### config.mk
export PLATFORM = sky130hd
export DESIGN_NAME = demux_1_n_stream
export DESIGN_NICKNAME = d
export VERILOG_FILES = /design/src/rtl/demux_pkg.sv /design/src/rtl/demux_out_slot.sv /design/src/rtl/demux_1_n_stream.sv
export SDC_FILE = /design/constraint.sdc
export NUM_CORES = 1
export LEC_CHECK = 0
export BUFFER_PORTS_ARGS = -buffer_cell sky130_fd_sc_hd__buf_2
export CORE_MARGIN = 10
export CORE_UTILIZATION = 54
export DETAILED_ROUTE_END_ITERATION = 12
export GPL_TIMING_DRIVEN = 0
export PLACE_DENSITY = 0.91
export SLEW_MARGIN = 20
export SYNTH_ARGS = -nofsm -noshare
export SYNTH_HDL_FRONTEND = slang
export SYNTH_SLANG_ARGS = --single-unit
### constraint.sdc
create_clock -name clk -period 2.4 [get_ports clk]
set_clock_uncertainty 0.15 [all_clocks]
set_input_delay 0.12 -clock clk [delete_from_list [all_inputs] [get_ports clk]]
set_output_delay 0.12 -clock clk [all_outputs]
set_load 0.02 [all_outputs]
### src/rtl/demux_pkg.sv
// Shared definitions for the 1-to-N stream demultiplexer: counter width,
// beat classification and the select-width helper.
package demux_pkg;

  // Width of the discarded-beat counter.
  localparam int DROP_CNT_W = 16;

  // How an incoming beat is routed.
  typedef enum logic [1:0] {
    KIND_UNICAST = 2'd0,  // one in-range destination channel
    KIND_BCAST   = 2'd1,  // copy to every channel
    KIND_DROP    = 2'd2   // out-of-range select, beat is discarded
  } beat_kind_e;

  // ceil(log2(n)) for n >= 2; used to size the channel select.
  function automatic int clog2(input int n);
    int w;
    w = 0;
    while ((1 << w) < n) begin
      w++;
    end
    return w;
  endfunction

endpackage

### src/rtl/demux_out_slot.sv
// One output channel: a single-entry valid/data register that drains on
// m_ready and may be refilled in the same cycle for full throughput.
module demux_out_slot #(
  parameter int DATA_W = 8
) (
  input  logic              clk,
  input  logic              rst_n,
  input  logic              load,
  input  logic [DATA_W-1:0] load_data,
  input  logic              m_ready,
  output logic              m_valid,
  output logic [DATA_W-1:0] m_data,
  output logic              free
);

  // The slot can take a beat when it is empty or its content leaves this cycle.
  assign free = !m_valid || m_ready;

  // Valid/data register: load wins over drain, otherwise hold.
  always_ff @(posedge clk or negedge rst_n) begin
    if (!rst_n) begin
      // NOTE: the payload register is reset too, so a reset channel reads back
      // as zero rather than stale data from before the reset.
      m_valid <= 1'b0;
      m_data  <= '0;
    end else if (load) begin
      // NOTE: sequential state uses non-blocking assignments so every register
      // samples pre-edge values regardless of block ordering.
      m_valid <= 1'b1;
      m_data  <= load_data;
    end else if (m_ready) begin
      m_valid <= 1'b0;
    end
  end

endmodule

### src/rtl/demux_1_n_stream.sv
// 1-to-N stream demultiplexer with unicast, broadcast and discard of
// out-of-range selects. Each channel owns a one-entry output slot; the top
// only decodes the select, forms s_ready and counts dropped beats.
module demux_1_n_stream
  import demux_pkg::*;
#(
  parameter  int DATA_W = 8,
  parameter  int N_OUT  = 8,
  localparam int SEL_W  = clog2(N_OUT)
) (
  input  logic                    clk,
  input  logic                    rst_n,
  input  logic                    s_valid,
  output logic                    s_ready,
  input  logic [DATA_W-1:0]       s_data,
  input  logic [SEL_W-1:0]        s_sel,
  input  logic                    s_bcast,
  output logic [N_OUT-1:0]        m_valid,
  input  logic [N_OUT-1:0]        m_ready,
  output logic [N_OUT*DATA_W-1:0] m_data,
  output logic [DROP_CNT_W-1:0]   drop_cnt
);

  localparam logic [DROP_CNT_W-1:0] DROP_MAX = '1;

  beat_kind_e                kind;
  logic       [N_OUT-1:0]    free;
  logic       [N_OUT-1:0]    load;
  logic                      sel_free;
  logic                      all_free;
  logic                      accept;
  logic       [DROP_CNT_W-1:0] drop_cnt_q;

  // Classify the presented beat from its routing fields alone.
  always_comb begin
    // NOTE: a default before any branch keeps combinational outputs from
    // inferring latches when no branch assigns them.
    kind = KIND_DROP;
    if (s_bcast) begin
      kind = KIND_BCAST;
    end else if ({1'b0, s_sel} < (SEL_W + 1)'(N_OUT)) begin
      kind = KIND_UNICAST;
    end
  end

  // Free flag of the addressed channel; out-of-range selects read as not free
  // but are never used in that case.
  always_comb begin
    sel_free = 1'b0;
    for (int i = 0; i < N_OUT; i++) begin
      if (s_sel == SEL_W'(i)) begin
        sel_free = free[i];
      end
    end
  end

  // A broadcast needs every slot able to take the beat.
  assign all_free = &free;

  // s_ready depends only on routing fields and channel state, never s_valid.
  always_comb begin
    s_ready = 1'b1;
    unique case (kind)
      KIND_UNICAST: s_ready = sel_free;
      KIND_BCAST:   s_ready = all_free;
      default:      s_ready = 1'b1;
    endcase
  end

  assign accept = s_valid && s_ready;

  // Per-channel load strobes for the accepted beat.
  always_comb begin
    load = '0;
    for (int i = 0; i < N_OUT; i++) begin
      load[i] = accept &&
                ((kind == KIND_BCAST) ||
                 ((kind == KIND_UNICAST) && (s_sel == SEL_W'(i))));
    end
  end

  for (genvar g = 0; g < N_OUT; g++) begin : g_slot
    demux_out_slot #(
      .DATA_W (DATA_W)
    ) u_slot (
      .clk       (clk),
      .rst_n     (rst_n),
      .load      (load[g]),
      .load_data (s_data),
      .m_ready   (m_ready[g]),
      .m_valid   (m_valid[g]),
      .m_data    (m_data[g*DATA_W +: DATA_W]),
      .free      (free[g])
    );
  end

  // Saturating count of discarded beats.
  always_ff @(posedge clk or negedge rst_n) begin
    if (!rst_n) begin
      drop_cnt_q <= '0;
    end else if (accept && (kind == KIND_DROP) && (drop_cnt_q != DROP_MAX)) begin
      drop_cnt_q <= drop_cnt_q + DROP_CNT_W'(1);
    end
  end

  assign drop_cnt = drop_cnt_q;

  // A load must only ever target a slot that can take it.
  a_load_into_free: assert property (@(posedge clk) disable iff (!rst_n)
    (load & ~free) == '0);

  // A unicast beat loads at most one channel.
  a_unicast_onehot: assert property (@(posedge clk) disable iff (!rst_n)
    (kind != KIND_BCAST) |-> $onehot0(load));

endmodule

==> results of run 1 <==
[sequential cells by signal, indices dropped and copies added, names as in the netlist]
name / flops
g_slot.u_slot.m_data: 64
g_slot.u_slot.m_valid: 8
[path summary, 6_finish.rpt]
path,from,endpoint,slack (ps),cells past startpoint
max,m_ready[0],g_slot[0].u_slot.m_data[4],340,8
min in group clk,s_valid,g_slot[7].u_slot.m_valid,110,3
min reg2reg,g_slot[6].u_slot.m_data[7],g_slot[6].u_slot.m_data[7],350,1
min,rst_n,g_slot[0].u_slot.m_data[5],90,2
max reg2reg,g_slot[1].u_slot.m_valid,g_slot[0].u_slot.m_data[4],500,6
max in group asynchronous,rst_n,g_slot[4].u_slot.m_data[3],1450,3
[power by group]
part           leakage (nW)  total, mW  switching (mW)  internal (mW)
combinational          1.16       2.51            1.47           1.04
sequential            0.862       2.10           0.304           1.79
clock                 0.134       1.28           0.481          0.799
[cell type report]
| cell class | count | share of cell area, % |
|---|---|---|
| Sequential cell | 72 | 41.8 |
| Multi-Input combinational cell | 139 | 29.4 |
| Timing Repair Buffer | 112 | 15.4 |
| Buffer | 27 | 4.87 |
| Clock inverter | 7 | 3.31 |
| Clock buffer | 9 | 2.87 |
| Tap cell | 75 | 2.18 |
| Inverter | 3 | 0.261 |
[cells by family (layout without fill, tap and decap cells)]
| kind of cell | count (synthesis) | in the layout | share of synthesized area (%) |
|---|---|---|---|
| compound gates | 19 | 19 | 6.11 |
| buf+inv | 30 | 158 | 6.85 |
| mux | 64 | 64 | 23.2 |
| flops | 72 | 72 | 55.7 |
| simple gates | 40 | 40 | 8.01 |
| other cells | 1 | 16 | 0.116 |
[routing by layer]
layer	part of all wire, %	up-vias	track usage [%]
met4	0.93	0	5.26
met3	11	9	9.10
li1	-	1025	-
met1	40	1107	19.6
met2	48	82	27.8
met5	0	-	0
[critical path, stage by stage]
cell           delay (ps)
dlygate4sd3_1         540
buf_2                 120
nand2b_1              200
nand3_1               120
nor3_2                 50
buf_6                 160
o21ai_4               420
mux2_2                400
[cells in the final DEF, fill, tap and decap left out, drive strengths merged]
cell / instances
dfrtp: 72
nor2: 2
bufinv: 4
a211oi: 1
nor2b: 3
nand4: 1
buf: 122
mux2: 64
o211ai: 1
o31ai: 1
a21oi: 5
clkbuf: 9
nor3b: 1
nand3: 1
o21ai: 11
inv: 4
dlygate4sd3: 17
nor4: 2
nand2: 13
nor3: 5
nor4b: 1
clkinv: 2
nand3b: 1
nand2b: 10
conb: 16
[stage by stage]
stage,cell area [µm²],utilization [%],instances,hold slack [ps],setup slack (ps)
6_report,4310,73.7,444,89.8,340
4_1_cts,4310,73.7,444,77.3,364
2_1_floorplan,3290,-,241,-326,735
3_3_place_gp,3850,65.9,410,270,531
5_1_grt,4310,73.7,444,113,215
3_5_place_dp,3880,66.3,411,-77.6,514
[repair_timing]
item / CTS / global route
hold buffers: 17 / 0
hold endpoints to repair: 144 / 0
gates resized for setup: 0 / 0
==> flow_summary.yaml, run 1 <==
run_status:
  status: "complete, no violations"
setup_path:
  cp-start-kind: "input port"
  required_ps: 2480
  cp-end-kind: "register"
  path_class: "in -> reg"
  cp.arrival_ps: 2140
  crit_path_max_fanout: 9
global_route:
  grt_pass1_vias: 2494
  grt_start_max_net_pins: 44
  grtUsageTotal_pct: 17.3
  antenna_found_initial: 0
  grt_pass1_wl_um: 13200
  grt-ovfl-total: 0
timing:
  rsz0062_at_grt: "no"
  maxSlewViolCount: 0
  max_freq_mhz: 485
  period_needed_ps: 2060
  hold_violations: 0
  tns_ps: 0
  finalCritPeriodShare_pct: 85.8
  finalSetupViolCount: 0
synth:
  synth_top_area_cell: "dfrtp_1"
  netlist_instances: 226
  yosysMostFrequentCell: "dfrtp_1"
  synth_edf_count: 0
  synth_area_per_cell_um2: 14.3
  synth_top_area_share_pct: 55.7
  synthTopCellsByCount: "dfrtp_1, mux2_2, buf_4"
  syn_area_mm2: 0.00323
  synth-main-ff-cell: "dfrtp_1"
  yosys-top-cells-area: "dfrtp_1, mux2_2, buf_4"
  yosysWarningCount: 0
  ys_types: 28
  async_reset_ff_share_pct: 100
  ys_ff_latch: 72
  yosysSeqAreaShare_pct: 55.7
cells_and_area:
  drive_gt1_share_pct: 59.1
  multi_input_area_mm2: 0.00127
  num_antenna_cells: 0
  final_nets: 387
  ff_latch_area_mm2: 0.00180
  fillers: 393
  syn2layout_area_growth_pct: 33.4
placement:
  io_buffers: 94
  dp_hpwl_um: 5890
  gp_congestion: 0.821
die:
  start_util_pct: 55.3
  fp.dieArea_mm2: 0.00948
  core_mm2: 0.00585
  pin_count: 112
  rows: 28
  die_h_um: 97.4
  die_w_um: 97.4
cts:
  ctsHtreeMaxLevel: 3
  postCtsSetupRepairBufs: 0
  cts_sinks: 72
  cts_buffers: 9
  tritoncts: "done"
  cts_buffer_depth: 2
  clk_latency_ps: 340
  cts-root-buf: "clkbuf_8"
  cts.clk_slew.worst_paths_ps: 80
hold_path:
  hold_class: "in -> async"
power_and_ir_drop:
  total_power_mw: 5.89
  vdd_drop_max_uv: 933
  p_leak_nw: 2.15
  power.density_mw_per_mm2: 1360
routing:
  ant_nets: 0
  drtPass1Iterations: 4
  initialDrtViolationCount: 64
  drc: 0
  drt_wl_total_um: 8310
  routed_via_density: 5.01
  wl_per_cell_um: 18.7
  num_vias: 2223
job:
  drv_cap: 0
(Power assumes the default switching activity.)
==> run 2: changes to the inputs <==
- CORE_MARGIN: 10 -> default
- PLACE_DENSITY: 0.91 -> 0.89
- clock period: 2.4 -> 2.6 ns (I/O delays scaled with it)
==> run 2 against run 1 <==
Flip-flop and latch count is the same. Utilization increased by 1.9 points. Non-clock buffer count shrank 3. Largest power group unchanged. Power is 11% lower. Highest routed layer unchanged. Combinational power is 10% lower.
==> flow_summary.yaml, run 2 (same netlist as run 1, synthesis figures left out) <==
setup_path:
  cp-startpoint: "g_slot[0].u_slot.m_valid"
  crit_path_max_incr_delay_ps: 380
  cp-end-kind: "primary output"
  cp.arrival_ps: 1780
  r2r_start: "g_slot[0].u_slot.m_valid"
  cp_cell_sequence: "nand2b_1, nand3_1, nor3_2, buf_6, inv_1, o31ai_1, buf_2"
  cp-start-kind: "register"
  required_ps: 2320
  path_class: "reg -> out"
  crit_path_max_fanout: 9
  crit_slowest_cell: "dfrtp_1"
routing:
  initialDrtViolationCount: 46
  num_vias: 2195
  routed_via_density: 5.01
  wl_per_cell_um: 16.1
  ant_nets: 0
  drt_wl_total_um: 7050
  drtPass1Iterations: 4
  drc: 0
timing:
  rsz0062_at_grt: "no"
  finalSetupViolCount: 0
  maxSlewViolCount: 0
  finalCritPeriodShare_pct: 79.3
  max_freq_mhz: 485
  period_needed_ps: 2060
  worstMarginPinSlew_ps: 519
  hold_ws_ps: 18.9
  hold_violations: 0
  slew_headroom_pct: 65.3
  tns_ps: 0
cells_and_area:
  regMostFlops: "g_slot.u_slot.m_data"
  num_antenna_cells: 0
  fillers: 356
  final_common_cell: "buf_2"
  final_nets: 384
  reg_top3: "g_slot.u_slot.m_data (64), g_slot.u_slot.m_valid (8)"
  final_cell_mix: "buf_2, dfrtp_1, mux2_2, buf_4, conb_1"
  syn2layout_area_growth_pct: 31.9
  largest_register_ffs: 64
  drive_gt1_share_pct: 59.3
cts:
  cts_buffers: 9
  tritoncts: "done"
  cts_buffer_depth: 2
  cts_resized: 0
  cts-root-buf: "clkbuf_8"
  holdBufCountCts: 14
  clk_latency_ps: 330
  ctsHtreeMaxLevel: 3
  postCtsSetupRepairBufs: 0
  cts.clk_slew.worst_paths_ps: 70
  cts_sinks: 72
die:
  rows: 27
  die_h_um: 79.4
  start_util_pct: 57.3
  pin_count: 112
  core_mm2: 0.00564
  fp.dieArea_mm2: 0.00630
  die_w_um: 79.4
global_route:
  grt-ovfl-total: 0
  antenna_found_initial: 0
  grtUsageTotal_pct: 24.2
  grt_pass1_wl_um: 11200
  grt_start_max_net_pins: 57
  grt_pass1_vias: 2170
power_and_ir_drop:
  p_sw_share_pct: 37.6
  p_sw_mw: 1.97
  vdd_drop_max_uv: 988
  clkPwrFrac_pct: 20.3
  p_leak_nw: 2.13
  power.density_mw_per_mm2: 1230
  pwr-share-seq_pct: 36.8
  p_int_mw: 3.28
  comb_power_share_pct: 42.9
placement:
  gp_congestion: 0.905
  dp_hpwl_um: 4740
  io_buffers: 94
job:
  drv_cap: 0
run_status:
  status: "complete, no violations"
hold_path:
  worstHoldStart: "m_ready[1]"
  hold_class: "in -> reg"
[run 2: cell count changes in the layout (fill, tap and decap cells not counted), sizes merged]
cell         before  now
dlygate4sd3      17   14
clkbuf            9   11
inv               4    3
bufinv            4    3
[run 2: power by group through the flow]
stage / logic (mW) / registers [mW] / clock network [mW]
final: 2.25 / 1.94 / 1.07
after detailed placement: 2.25 / 1.94 / 0
after CTS: 2.27 / 1.93 / 1.09
after floorplan: 0.835 / 2.56 / 0
after global routing: 2.38 / 2.00 / 1.14
after global placement: 2.19 / 1.91 / 0
[run 2: area by class of cell]
class,count,area [µm²],area share [%]
multi-input cells,139,1270,29.7
repair buffers,109,641,15.0
clock buffers,11,141,3.31
clock inverters,5,104,2.43
inverters,3,11.3,0.264
flip-flops and latches,72,1800,42.2
plain buffers,27,210,4.93
well taps,72,90.1,2.11
[run 2: critical path: cells and delay by family (launching register included)]
kind | cells | cell delay, ps
simple gates | 3 | 510
buf+inv | 3 | 490
flops | 1 | 380
compound gates | 1 | 60
[run 2: metal layers]
layer / routed length [µm] / global-route usage (%) / part of all wire, %
met2: 3420 / 38.2 / 49
met1: 3100 / 32.1 / 44
met5: 0 / 0 / 0
met4: 105 / 9.45 / 1.5
met3: 417 / 6.17 / 5.9
[run 2: stage by stage]
stage          instance area, µm²  setup WS [ps]  std cells  power [mW]  util, %
6_report                     4270            537        438        5.26     75.6
5_1_grt                      4270            387        438        5.52     75.6
4_1_cts                      4270            537        438        5.29     75.6
3_5_place_dp                 3880            689        408        4.19     68.8
3_3_place_gp                 3850            733        407        4.10     68.3
2_1_floorplan                3290            935        241        3.40        -
[run 2: worst paths after layout]
| kind | slack (ps) | cells past startpoint | end |
|---|---|---|---|
| worst min register to register | 350 | 1 | g_slot[4].u_slot.m_data[5] |
| worst max register to register | 670 | 6 | g_slot[5].u_slot.m_data[3] |
| worst min-delay path | 20 | 3 | g_slot[1].u_slot.m_valid |
| worst max-delay path | 540 | 7 | s_ready |
| max in group asynchronous | 1700 | 3 | g_slot[4].u_slot.m_data[4] |
| min in group asynchronous | 60 | 2 | g_slot[4].u_slot.m_data[6] |
